$ cat src/rtl/uart_rcv_if.sv
// Ingress-side signal bundle for the UART receiver: serial line in, FIFO write
// port out, plus status pulses. The receiver is the master of the write port.
interface uart_rcv_if;
  logic       txd_in;
  logic       ig_full;
  logic       ig_wr_en;
  logic [7:0] ig_wr_data;
  logic       active;
  logic       done;
  logic       frame_err;
  logic       ovf_err;

  modport master (
    input  txd_in,
    input  ig_full,
    output ig_wr_en,
    output ig_wr_data,
    output active,
    output done,
    output frame_err,
    output ovf_err
  );

  modport slave (
    output txd_in,
    output ig_full,
    input  ig_wr_en,
    input  ig_wr_data,
    input  active,
    input  done,
    input  frame_err,
    input  ovf_err
  );
endinterface

$ cat src/rtl/uart_rcv.sv
// UART 8N1 receive front end. Synchronises the serial line, samples each bit at
// its mid-point and writes good bytes into the ingress FIFO.
module uart_rcv #(
  parameter int unsigned WAIT_TIME = 868
) (
  input  logic       clk,
  input  logic       rst,
  uart_rcv_if.master bus
);

  localparam int unsigned CntW = $clog2(WAIT_TIME);
  localparam logic [CntW-1:0] CntHalf = CntW'(WAIT_TIME / 2 - 1);
  localparam logic [CntW-1:0] CntFull = CntW'(WAIT_TIME - 1);

  typedef enum logic [2:0] {StIdle, StStart, StData, StStop, StWaitHigh} state_e;

  state_e          state_q, state_d;
  logic [CntW-1:0] cnt_q, cnt_d;
  logic [2:0]      idx_q, idx_d;
  logic [7:0]      shift_q, shift_d;
  logic [7:0]      data_q, data_d;
  logic            active_q, active_d;
  logic            wr_q, wr_d;
  logic            ferr_q, ferr_d;
  logic            ovf_q, ovf_d;
  logic            sync_q, rx_s_q;

  // Two-flop synchroniser; resets to the idle-high line level.
  always_ff @(posedge clk or negedge rst) begin
    if (!rst) begin
      sync_q <= 1'b1;
      rx_s_q <= 1'b1;
    end else begin
      sync_q <= bus.txd_in;
      rx_s_q <= sync_q;
    end
  end

  // State, counters and registered outputs.
  always_ff @(posedge clk or negedge rst) begin
    if (!rst) begin
      state_q  <= StIdle;
      cnt_q    <= '0;
      idx_q    <= '0;
      shift_q  <= '0;
      data_q   <= '0;
      active_q <= 1'b0;
      wr_q     <= 1'b0;
      ferr_q   <= 1'b0;
      ovf_q    <= 1'b0;
    end else begin
      state_q  <= state_d;
      cnt_q    <= cnt_d;
      idx_q    <= idx_d;
      shift_q  <= shift_d;
      data_q   <= data_d;
      active_q <= active_d;
      wr_q     <= wr_d;
      ferr_q   <= ferr_d;
      ovf_q    <= ovf_d;
    end
  end

  // Frame recovery: next state, sampling and one-cycle pulse generation.
  always_comb begin
    state_d  = state_q;
    cnt_d    = cnt_q;
    idx_d    = idx_q;
    shift_d  = shift_q;
    data_d   = data_q;
    active_d = active_q;
    wr_d     = 1'b0;
    ferr_d   = 1'b0;
    ovf_d    = 1'b0;
    unique case (state_q)
      StIdle: begin
        cnt_d    = '0;
        active_d = 1'b0;
        if (!rx_s_q) begin
          state_d  = StStart;
          active_d = 1'b1;
        end
      end
      StStart: begin
        if (cnt_q == CntHalf) begin
          cnt_d = '0;
          if (!rx_s_q) begin
            idx_d   = '0;
            state_d = StData;
          end else begin
            // Line went back high before mid-start: treat as a glitch.
            active_d = 1'b0;
            state_d  = StIdle;
          end
        end else begin
          cnt_d = cnt_q + 1'b1;
        end
      end
      StData: begin
        if (cnt_q == CntFull) begin
          cnt_d          = '0;
          shift_d[idx_q] = rx_s_q;
          if (idx_q == 3'd7) begin
            idx_d   = '0;
            state_d = StStop;
          end else begin
            idx_d = idx_q + 3'd1;
          end
        end else begin
          cnt_d = cnt_q + 1'b1;
        end
      end
      StStop: begin
        if (cnt_q == CntFull) begin
          cnt_d    = '0;
          active_d = 1'b0;
          if (rx_s_q) begin
            if (!bus.ig_full) begin
              wr_d   = 1'b1;
              data_d = shift_q;
            end else begin
              ovf_d = 1'b1;
            end
            state_d = StIdle;
          end else begin
            ferr_d  = 1'b1;
            state_d = StWaitHigh;
          end
        end else begin
          cnt_d = cnt_q + 1'b1;
        end
      end
      StWaitHigh: begin
        // Swallow a held-low break so it is not re-read as 0x00 frames.
        if (rx_s_q) state_d = StIdle;
      end
      default: state_d = StIdle;
    endcase
  end

  assign bus.ig_wr_en   = wr_q;
  assign bus.done       = wr_q;
  assign bus.ig_wr_data = data_q;
  assign bus.active     = active_q;
  assign bus.frame_err  = ferr_q;
  assign bus.ovf_err    = ovf_q;

endmodule
$ cat src/flat_wrapper.sv
// flat-port wrapper written by rule: the top's interface ports become plain ports
module uart_rcv_flat 
#(
  parameter int unsigned WAIT_TIME = 868
)
  (clk, rst, bus_txd_in, bus_ig_full, bus_ig_wr_en, bus_ig_wr_data, bus_active, bus_done, bus_frame_err, bus_ovf_err);
  uart_rcv_if bus_i ();
  input  logic clk;
  input  logic rst;
  input wire logic [$bits(bus_i.txd_in)-1:0] bus_txd_in;
  input wire logic [$bits(bus_i.ig_full)-1:0] bus_ig_full;
  output wire logic [$bits(bus_i.ig_wr_en)-1:0] bus_ig_wr_en;
  output wire logic [$bits(bus_i.ig_wr_data)-1:0] bus_ig_wr_data;
  output wire logic [$bits(bus_i.active)-1:0] bus_active;
  output wire logic [$bits(bus_i.done)-1:0] bus_done;
  output wire logic [$bits(bus_i.frame_err)-1:0] bus_frame_err;
  output wire logic [$bits(bus_i.ovf_err)-1:0] bus_ovf_err;
  assign bus_i.txd_in = bus_txd_in;
  assign bus_i.ig_full = bus_ig_full;
  assign bus_ig_wr_en = bus_i.ig_wr_en;
  assign bus_ig_wr_data = bus_i.ig_wr_data;
  assign bus_active = bus_i.active;
  assign bus_done = bus_i.done;
  assign bus_frame_err = bus_i.frame_err;
  assign bus_ovf_err = bus_i.ovf_err;
  uart_rcv #(.WAIT_TIME(WAIT_TIME)) u_core (.clk(clk), .rst(rst), .bus(bus_i));
endmodule
$ cat config.mk
export PLATFORM = sky130hd
export DESIGN_NAME = uart_rcv_flat
export DESIGN_NICKNAME = d
export VERILOG_FILES = /design/src/rtl/uart_rcv_if.sv /design/src/rtl/uart_rcv.sv /design/src/flat_wrapper.sv
export SDC_FILE = /design/constraint.sdc
export NUM_CORES = 1
export LEC_CHECK = 0
export BUFFER_PORTS_ARGS = -buffer_cell sky130_fd_sc_hd__buf_2
export CAP_MARGIN = 40
export CELL_PAD_IN_SITES_DETAIL_PLACEMENT = 0
export CELL_PAD_IN_SITES_GLOBAL_PLACEMENT = 1
export CORE_MARGIN = 10
export CORE_UTILIZATION = 46
export CTS_CLUSTER_SIZE = 24
export DETAILED_ROUTE_END_ITERATION = 10
export PLACE_DENSITY_LB_ADDON = 0.12
export RECOVER_POWER = 25
export SYNTH_ARGS = -nofsm -noshare
export SYNTH_HDL_FRONTEND = slang
export SYNTH_SLANG_ARGS = --single-unit
$ cat constraint.sdc
create_clock -name clk -period 2.77 [get_ports clk]
set_input_delay 0.277 -clock clk [delete_from_list [all_inputs] [get_ports clk]]
set_output_delay 0.277 -clock clk [all_outputs]
set_load 0.03 [all_outputs]
==> reports/results.ini, run 1 <==
[critical_path]
cp_cell_sequence = ha_1 -> nand2b_1 -> or4_4 -> nor4b_4 -> mux2_1
slowest_stage = or4_4
start_kind = flip-flop
slowest_delay_ns = 0.64
critPathMaxFanout = 7
required_ns = 2.94
critPathCaptureType = flip-flop
worstPathArrival_ns = 2.40
path_class = flip-flop to flip-flop

[detailed_routing]
vias = 1461
drt-met1-wl_mm = 2.03
antenna_left = 0
viasPerCell = 5.87
wl_per_cell_um = 16.7
drc = 0
drt_pass1_iterations = 6
first_iter_violations = 116
wl_met3_um = 202
routed_wirelength_mm = 4.17
wl_met2_mm = 1.89
top_layer_used = met4

[placement]
gp_congestion = 0.860
dp_hpwl_mm = 3.03
place_area_sq_mm = 0.00206
io_buffers = 16

[global_routing]
grt_max_degree = 39
grt_pass1_wl_mm = 6.98
grt_overflow_total = 0
grt_util_all_layers = 0.118
grt_pass1_vias = 1359
antenna_found_initial = 0

[floorplanning]
core_sq_mm = 0.00406
die-area_sq_mm = 0.00726
start_util = 0.482
ios = 17
die_x_um = 85.2
chipHeight_um = 85.2
rows = 23

[yosys]
yosys.area.top_type = dfrtp_1
synth_seq_cells = 38
synth_xor_area_frac = 0
yosys-top-cells-area = dfrtp_1, mux2_2, nand2_1
synth_area_sq_mm = 0.00196
synth_area_per_cell_sq_um = 10.8
synthesis.nets = 189
synth_top_family_by_area = simple AND/OR/NAND/NOR gates
syn_inst = 181
synth-simple-area-share = 0.233
yosysUniqueCellTypes = 49
synth_compound_area_frac = 0.116
synth_top_area_share = 0.460
synthMuxAreaShare = 0.102
ys_seq_area_frac = 0.487
synth_adder_area_share = 0.0256
ys_warn_count = 0

[sta]
min_period_over_period = 0.804
setup_viol = 0
setup_tns_ns = 0
slew_viol_final = 39
max_freq_mhz = 449
whs_ns = 0.0895
worst_slew_pin_slew_ns = 1.70
finalHoldViolations = 0
rsz0062_at_grt = no
fin_skew_ns = 0.00695
period_needed_ns = 2.23
relSlewSlack = -0.133

[clock_tree]
cts_buffers = 5
cts_setup_buffers = 0
clock_path_buffers = 2
cts_tree = built
clkLatencyLatePin_ns = 0.29
htree_num_levels = 2
cts-root-buf = clkbuf_8
clk_pin_slew_ns = 0.08
clock_sinks = 38

[layout]
area_delta_synth_final_pct = 12.0
drive_above_1_share = 0.251
ff_latch_area_sq_um = 953
num_antenna_cells = 0
multi_input_area_sq_um = 933
nets = 206
nFillCells = 363
final_area_sq_mm = 0.00219

[worst_hold_path]
min_path_type = primary input to flip-flop

[run_status]
violations = capacitance limit, slew limit
status = complete, but fails checks

[power_and_ir_drop]
p_leak_nw = 1.00
ir_drop_uv = 539
power_density_mw_per_mm2 = 475

[job]
cap_violations = 1

## power by group
group          internal, mW  switching [mW]  leakage (nW)  total, mW
registers             0.557         0.00321         0.504      0.560
logic               0.00453          0.0128         0.448     0.0173
clock network         0.270           0.193        0.0524      0.463
total                 0.831           0.209          1.00       1.04
## final cells by class
class	count	area share
sequential	38	0.435
inverter	5	0.00856
timing repair buffer	20	0.0537
tap	50	0.0285
clock buffer	7	0.0348
clock inverter	1	0.0137
multi-input combinational	128	0.426
## what timing repair did
| item | CTS | global route |
|---|---|---|
| hold buffers | 0 | 1 |
| gates resized for setup | 0 | 0 |
| hold endpoints to repair | 0 | 36 |
## stage by stage
step / setup WS [ns] / util / std cells / total power [mW]
2_1_floorplan: 0.651 / - / 181 / 0.572
3_3_place_gp: 0.636 / 0.508 / 239 / 0.587
3_5_place_dp: 0.563 / 0.508 / 239 / 0.587
4_1_cts: 0.541 / 0.535 / 247 / 1.05
5_1_grt: 0.248 / 0.540 / 249 / 1.08
6_report: 0.544 / 0.540 / 249 / 1.04
## state kept, by name, indices dropped and copies added (netlist names)
| register | count |
|---|---|
| u_core.rx_s_q | 1 |
| u_core.cnt_q | 10 |
| u_core.bus.frame_err | 1 |
| u_core.bus.ovf_err | 1 |
| u_core.bus.done | 1 |
| u_core.bus.active | 1 |
| u_core.bus.ig_wr_data | 8 |
| u_core.shift_q | 8 |
| u_core.state_q | 3 |
| u_core.idx_q | 3 |
| u_core.sync_q | 1 |
## final timing paths
path | startpoint | end | slack, ns | cells past startpoint
setup / recovery | u_core.cnt_q[0] | u_core.shift_q[4] | 0.54 | 5
hold / removal | bus_txd_in | u_core.sync_q | 0.09 | 1
setup reg to reg | u_core.cnt_q[0] | u_core.shift_q[4] | 0.54 | 5
hold reg to reg | u_core.sync_q | u_core.rx_s_q | 0.36 | 0
max in group asynchronous | rst | u_core.idx_q[1] | 0.64 | 3
min in group asynchronous | rst | u_core.cnt_q[2] | 1.15 | 3
## critical path, delay by kind of cell (launching register included)
family | cells | cell delay, ns
adders and majority gates | 1 | 0.24
DFF | 1 | 0.44
muxes | 1 | 0.34
and+or+nand+nor | 3 | 1.08
## cell usage in the layout, fill, tap and decap left out, types with 3 or more instances in the layout
cell type and n:
dfrtp_1 36, nand2_1 19, buf_2 16, mux2_2 15
nor2_1 13, o21ai_0 10, nand3_1 9, nor3_1 8
inv_1 5, clkbuf_8 5, ha_1 4, o31ai_1 3
nor4_1 3
## cell usage after synthesis, drive strengths merged
library cell / n
a211oi: 2
a21o: 2
a21oi: 2
a221o: 1
a22o: 2
a31oi: 1
a32oi: 1
a41oi: 1
and2: 1
and3: 1
buf: 6
clkbuf: 4
dfrtp: 36
dfstp: 2
ha: 4
inv: 5
mux2: 16
mux2i: 2
nand2: 19
nand2b: 2
nand3: 9
nand4: 1
nand4b: 4
nand4bb: 2
nor2: 13
nor2b: 1
nor3: 8
nor3b: 1
nor4: 3
nor4b: 2
o211ai: 1
o21a: 1
o21ai: 10
o22ai: 1
o311a: 1
o31ai: 3
o32a: 1
o41ai: 1
or2: 2
or3: 2
or4: 3
or4b: 1
## logic make-up (layout without fill, tap and decap cells)
logic type,Yosys count,in the layout
DFF,38,38
and+or+nand+nor,75,75
AOI/OAI and AO/OA,31,31
muxes,18,18
buffers and inverters,15,33
adders and majority gates,4,4
## per-layer routing
metal  global-route usage  vias up
li1                     -      701
met1                0.162      724
met2                0.170       32
met3               0.0363        4
met4               0.0359        0
met5                    0        -
(Power assumes the default switching activity.)
==> run 2: changes to the inputs <==
--- a/config.mk
+++ b/config.mk
@@ -5,12 +5,13 @@
 export SDC_FILE = /design/constraint.sdc
 export NUM_CORES = 1
 export LEC_CHECK = 0
+export ABC_AREA = 1
 export BUFFER_PORTS_ARGS = -buffer_cell sky130_fd_sc_hd__buf_2
 export CAP_MARGIN = 40
 export CELL_PAD_IN_SITES_DETAIL_PLACEMENT = 0
 export CELL_PAD_IN_SITES_GLOBAL_PLACEMENT = 1
 export CORE_MARGIN = 10
-export CORE_UTILIZATION = 46
+export CORE_UTILIZATION = 40
 export CTS_CLUSTER_SIZE = 24
 export DETAILED_ROUTE_END_ITERATION = 10
 export PLACE_DENSITY_LB_ADDON = 0.12
==> constraint.sdc (replaced) <==
create_clock -name clk -period 1.9 [get_ports clk]
set_input_delay 0.19 -clock clk [delete_from_list [all_inputs] [get_ports clk]]
set_output_delay 0.19 -clock clk [all_outputs]
set_load 0.03 [all_outputs]
==> reports/results.ini, run 2 <==
[sta]
setup_tns_ns = 0  ; unchanged
max_freq_mhz = 609  ; +36%
setup_viol = 0  ; unchanged
rsz0062_at_grt = no
period_needed_ns = 1.64  ; -0.584 ns
whs_ns = 0.182  ; +0.0922 ns
fin_skew_ns = 0.00665  ; -0.000296 ns
relSlewSlack = 0.253  ; +0.386
slew_viol_final = 0  ; -100%
finalHoldViolations = 0  ; unchanged
worst_slew_pin_slew_ns = 1.12  ; -0.579 ns
min_period_over_period = 0.864  ; +0.0608

[placement]
gp_congestion = 0.841  ; -2.2%
dp_hpwl_mm = 3.15  ; +3.9%
io_buffers = 16  ; unchanged

[layout]
final_common_cell = nand2_1
final_cell_mix = nand2_1, dfrtp_1, nand3_1, inv_1, nor2_1
area_delta_synth_final_pct = 14.6
largest-register = u_core.cnt_q
finish.utilization = 0.479  ; -0.0613
drive_above_1_share = 0.180  ; -0.0711
largest_register_ffs = 10  ; unchanged
nFillCells = 497  ; +37%
num_antenna_cells = 0  ; unchanged
nets = 279  ; +35%

[yosys]
yosys.area.top_type = dfrtp_1
synthesis.nets = 255  ; +35%
synth_common_cells = nand2_1, dfrtp_1, nand3_1, inv_1, nor2_1
async_flop_share = 1.00  ; unchanged
synth-edff-count = 0  ; unchanged
synth_seq_cells = 38  ; unchanged
syn_inst = 247  ; +36%
ys_warn_count = 0  ; unchanged
ys_seq_area_frac = 0.480  ; -0.00736
synth_area_sq_mm = 0.00199  ; +1.5%
yosys-top-cells-area = dfrtp_1, nand2_1, nand3_1
synth_top_area_share = 0.453  ; -0.00696
synth_most_common_cell = nand2_1
synth_area_per_cell_sq_um = 8.04  ; -26%
synth_ff_type = dfrtp_1
yosysUniqueCellTypes = 30  ; -39%

[global_routing]
antenna_found_initial = 0  ; unchanged
grt_overflow_total = 0  ; unchanged
grt_max_degree = 21  ; -46%
grt_pass1_wl_mm = 7.43  ; +6.5%
grt_pass1_vias = 1610  ; +18%
grt_util_all_layers = 0.109  ; -0.00904

[job]
cap_violations = 0  ; -1

[clock_tree]
cts-root-buf = clkbuf_8
clock_sinks = 38  ; unchanged
clk_pin_slew_ns = 0.08  ; about the same
clock_path_buffers = 2  ; unchanged
cts_tree = built
htree_num_levels = 2  ; unchanged
clkLatencyLatePin_ns = 0.29  ; about the same
cts_buffers = 5  ; unchanged

[detailed_routing]
routed_wirelength_mm = 4.24  ; +1.6%
antenna_left = 0  ; unchanged
first_iter_violations = 127  ; +9.5%
drt_pass1_iterations = 4  ; -2
viasPerCell = 4.74  ; -19%
drc = 0  ; unchanged
vias = 1607  ; +10%
wl_per_cell_um = 12.5  ; -25%

[critical_path]
critPathCaptureType = flip-flop
required_ns = 2.06  ; -0.88 ns
path_class = flip-flop to flip-flop
critPathMaxFanout = 9  ; +2
start_kind = flip-flop
worstPathArrival_ns = 1.80  ; -0.60 ns

[floorplanning]
ios = 17  ; unchanged
core_sq_mm = 0.00475  ; +17%
die_x_um = 90.5  ; +6.2%
start_util = 0.418  ; -0.0644
die-area_sq_mm = 0.00819  ; +13%
rows = 25  ; +8.7%
chipHeight_um = 90.5  ; +6.2%

[power_and_ir_drop]
ir_drop_uv = 336  ; -38%
power_density_mw_per_mm2 = 627  ; +32%
p_leak_nw = 1.14  ; +13%
finalPower_mw = 1.43  ; +37%

[worst_hold_path]
min_path_type = primary input to flip-flop

[run_status]
status = finished, final reports clean

run 2: cell count changes after synthesis, sizes merged, moves of 3 or more:
cell	change
nand3	+20
nor3	-6
o31ai	-3
o21ai	+7
nand2	+68
nand4	+4
mux2	-16
nand4b	-4
inv	+19
nor4	-3
nor2	+12
clkbuf	-3
run 2: where the power goes:
group | internal [mW] | switching (mW)
clock | 0.292 | 0.288
sequential | 0.812 | 0.000996
combinational | 0.0101 | 0.0256
run 2: what timing repair did:
item,4_1_cts,5_1_grt
setup endpoints to repair,0,1
hold buffers,2,0
setup buffers,0,0
endpoints found under the hold margin,17,0
resized for setup,0,1
run 2: layout make-up:
type,count,area [sq um],share of cell area
clock buffer,6,82.6,0.0363
clock inverter,2,12.5,0.00549
timing repair buffer,22,141,0.0621
sequential,38,955,0.419
multi-input combinational,178,900,0.395
inverter,26,103,0.0451
tap,67,83.8,0.0368
run 2: per-stage QoR:
stage	cell area [sq um]	worst slack [ns]	cells
after floorplan	1990	0.414	247
after global routing	2280	0.0796	339
after detailed placement	2160	0.201	329
after global placement	2160	0.235	329
final	2280	0.258	339
after CTS	2280	0.188	339
run 2: path summary, 6_finish.rpt:
| check | from | endpoint | slack [ns] | cells past startpoint |
|---|---|---|---|---|
| worst min-delay path | bus_ig_full | u_core.bus.ovf_err | 0.18 | 3 |
| worst max register to register | u_core.cnt_q[0] | u_core.shift_q[1] | 0.26 | 8 |
| min in group asynchronous | rst | u_core.bus.ovf_err | 0.63 | 2 |
| worst min register to register | u_core.sync_q | u_core.rx_s_q | 0.36 | 0 |
| worst max-delay path | u_core.cnt_q[0] | u_core.shift_q[1] | 0.26 | 8 |
| max in group asynchronous | rst | u_core.cnt_q[0] | 0.53 | 2 |
run 2: layer usage:
| layer | GRT usage | routed length [um] | vias up |
|---|---|---|---|
| met1 | 0.144 | 2190 | 728 |
| met5 | 0 | 0 | - |
| li1 | - | - | 846 |
| met4 | 0.0451 | 66 | 0 |
| met2 | 0.160 | 1830 | 26 |
| met3 | 0.0316 | 154 | 7 |
run 2: worst max-delay path, cell delays in order (launching register included):
cell     delay (ns)
dfrtp_2        0.44
ha_1           0.25
nand2_1        0.11
nor2_4         0.10
nand3_4        0.14
nor2_4         0.21
nand3_1        0.13
nand2_1        0.07
o21ai_1        0.06
run 2: cell families (layout without fill, tap and decap cells):
logic type	after synthesis	in the layout	share of synthesized area
flops	38	38	0.480
xor+xnor	2	2	0.00882
simple gates	150	150	0.354
buf+inv	31	56	0.0674
fa+ha+maj	4	4	0.0252
compound gates	22	22	0.0649
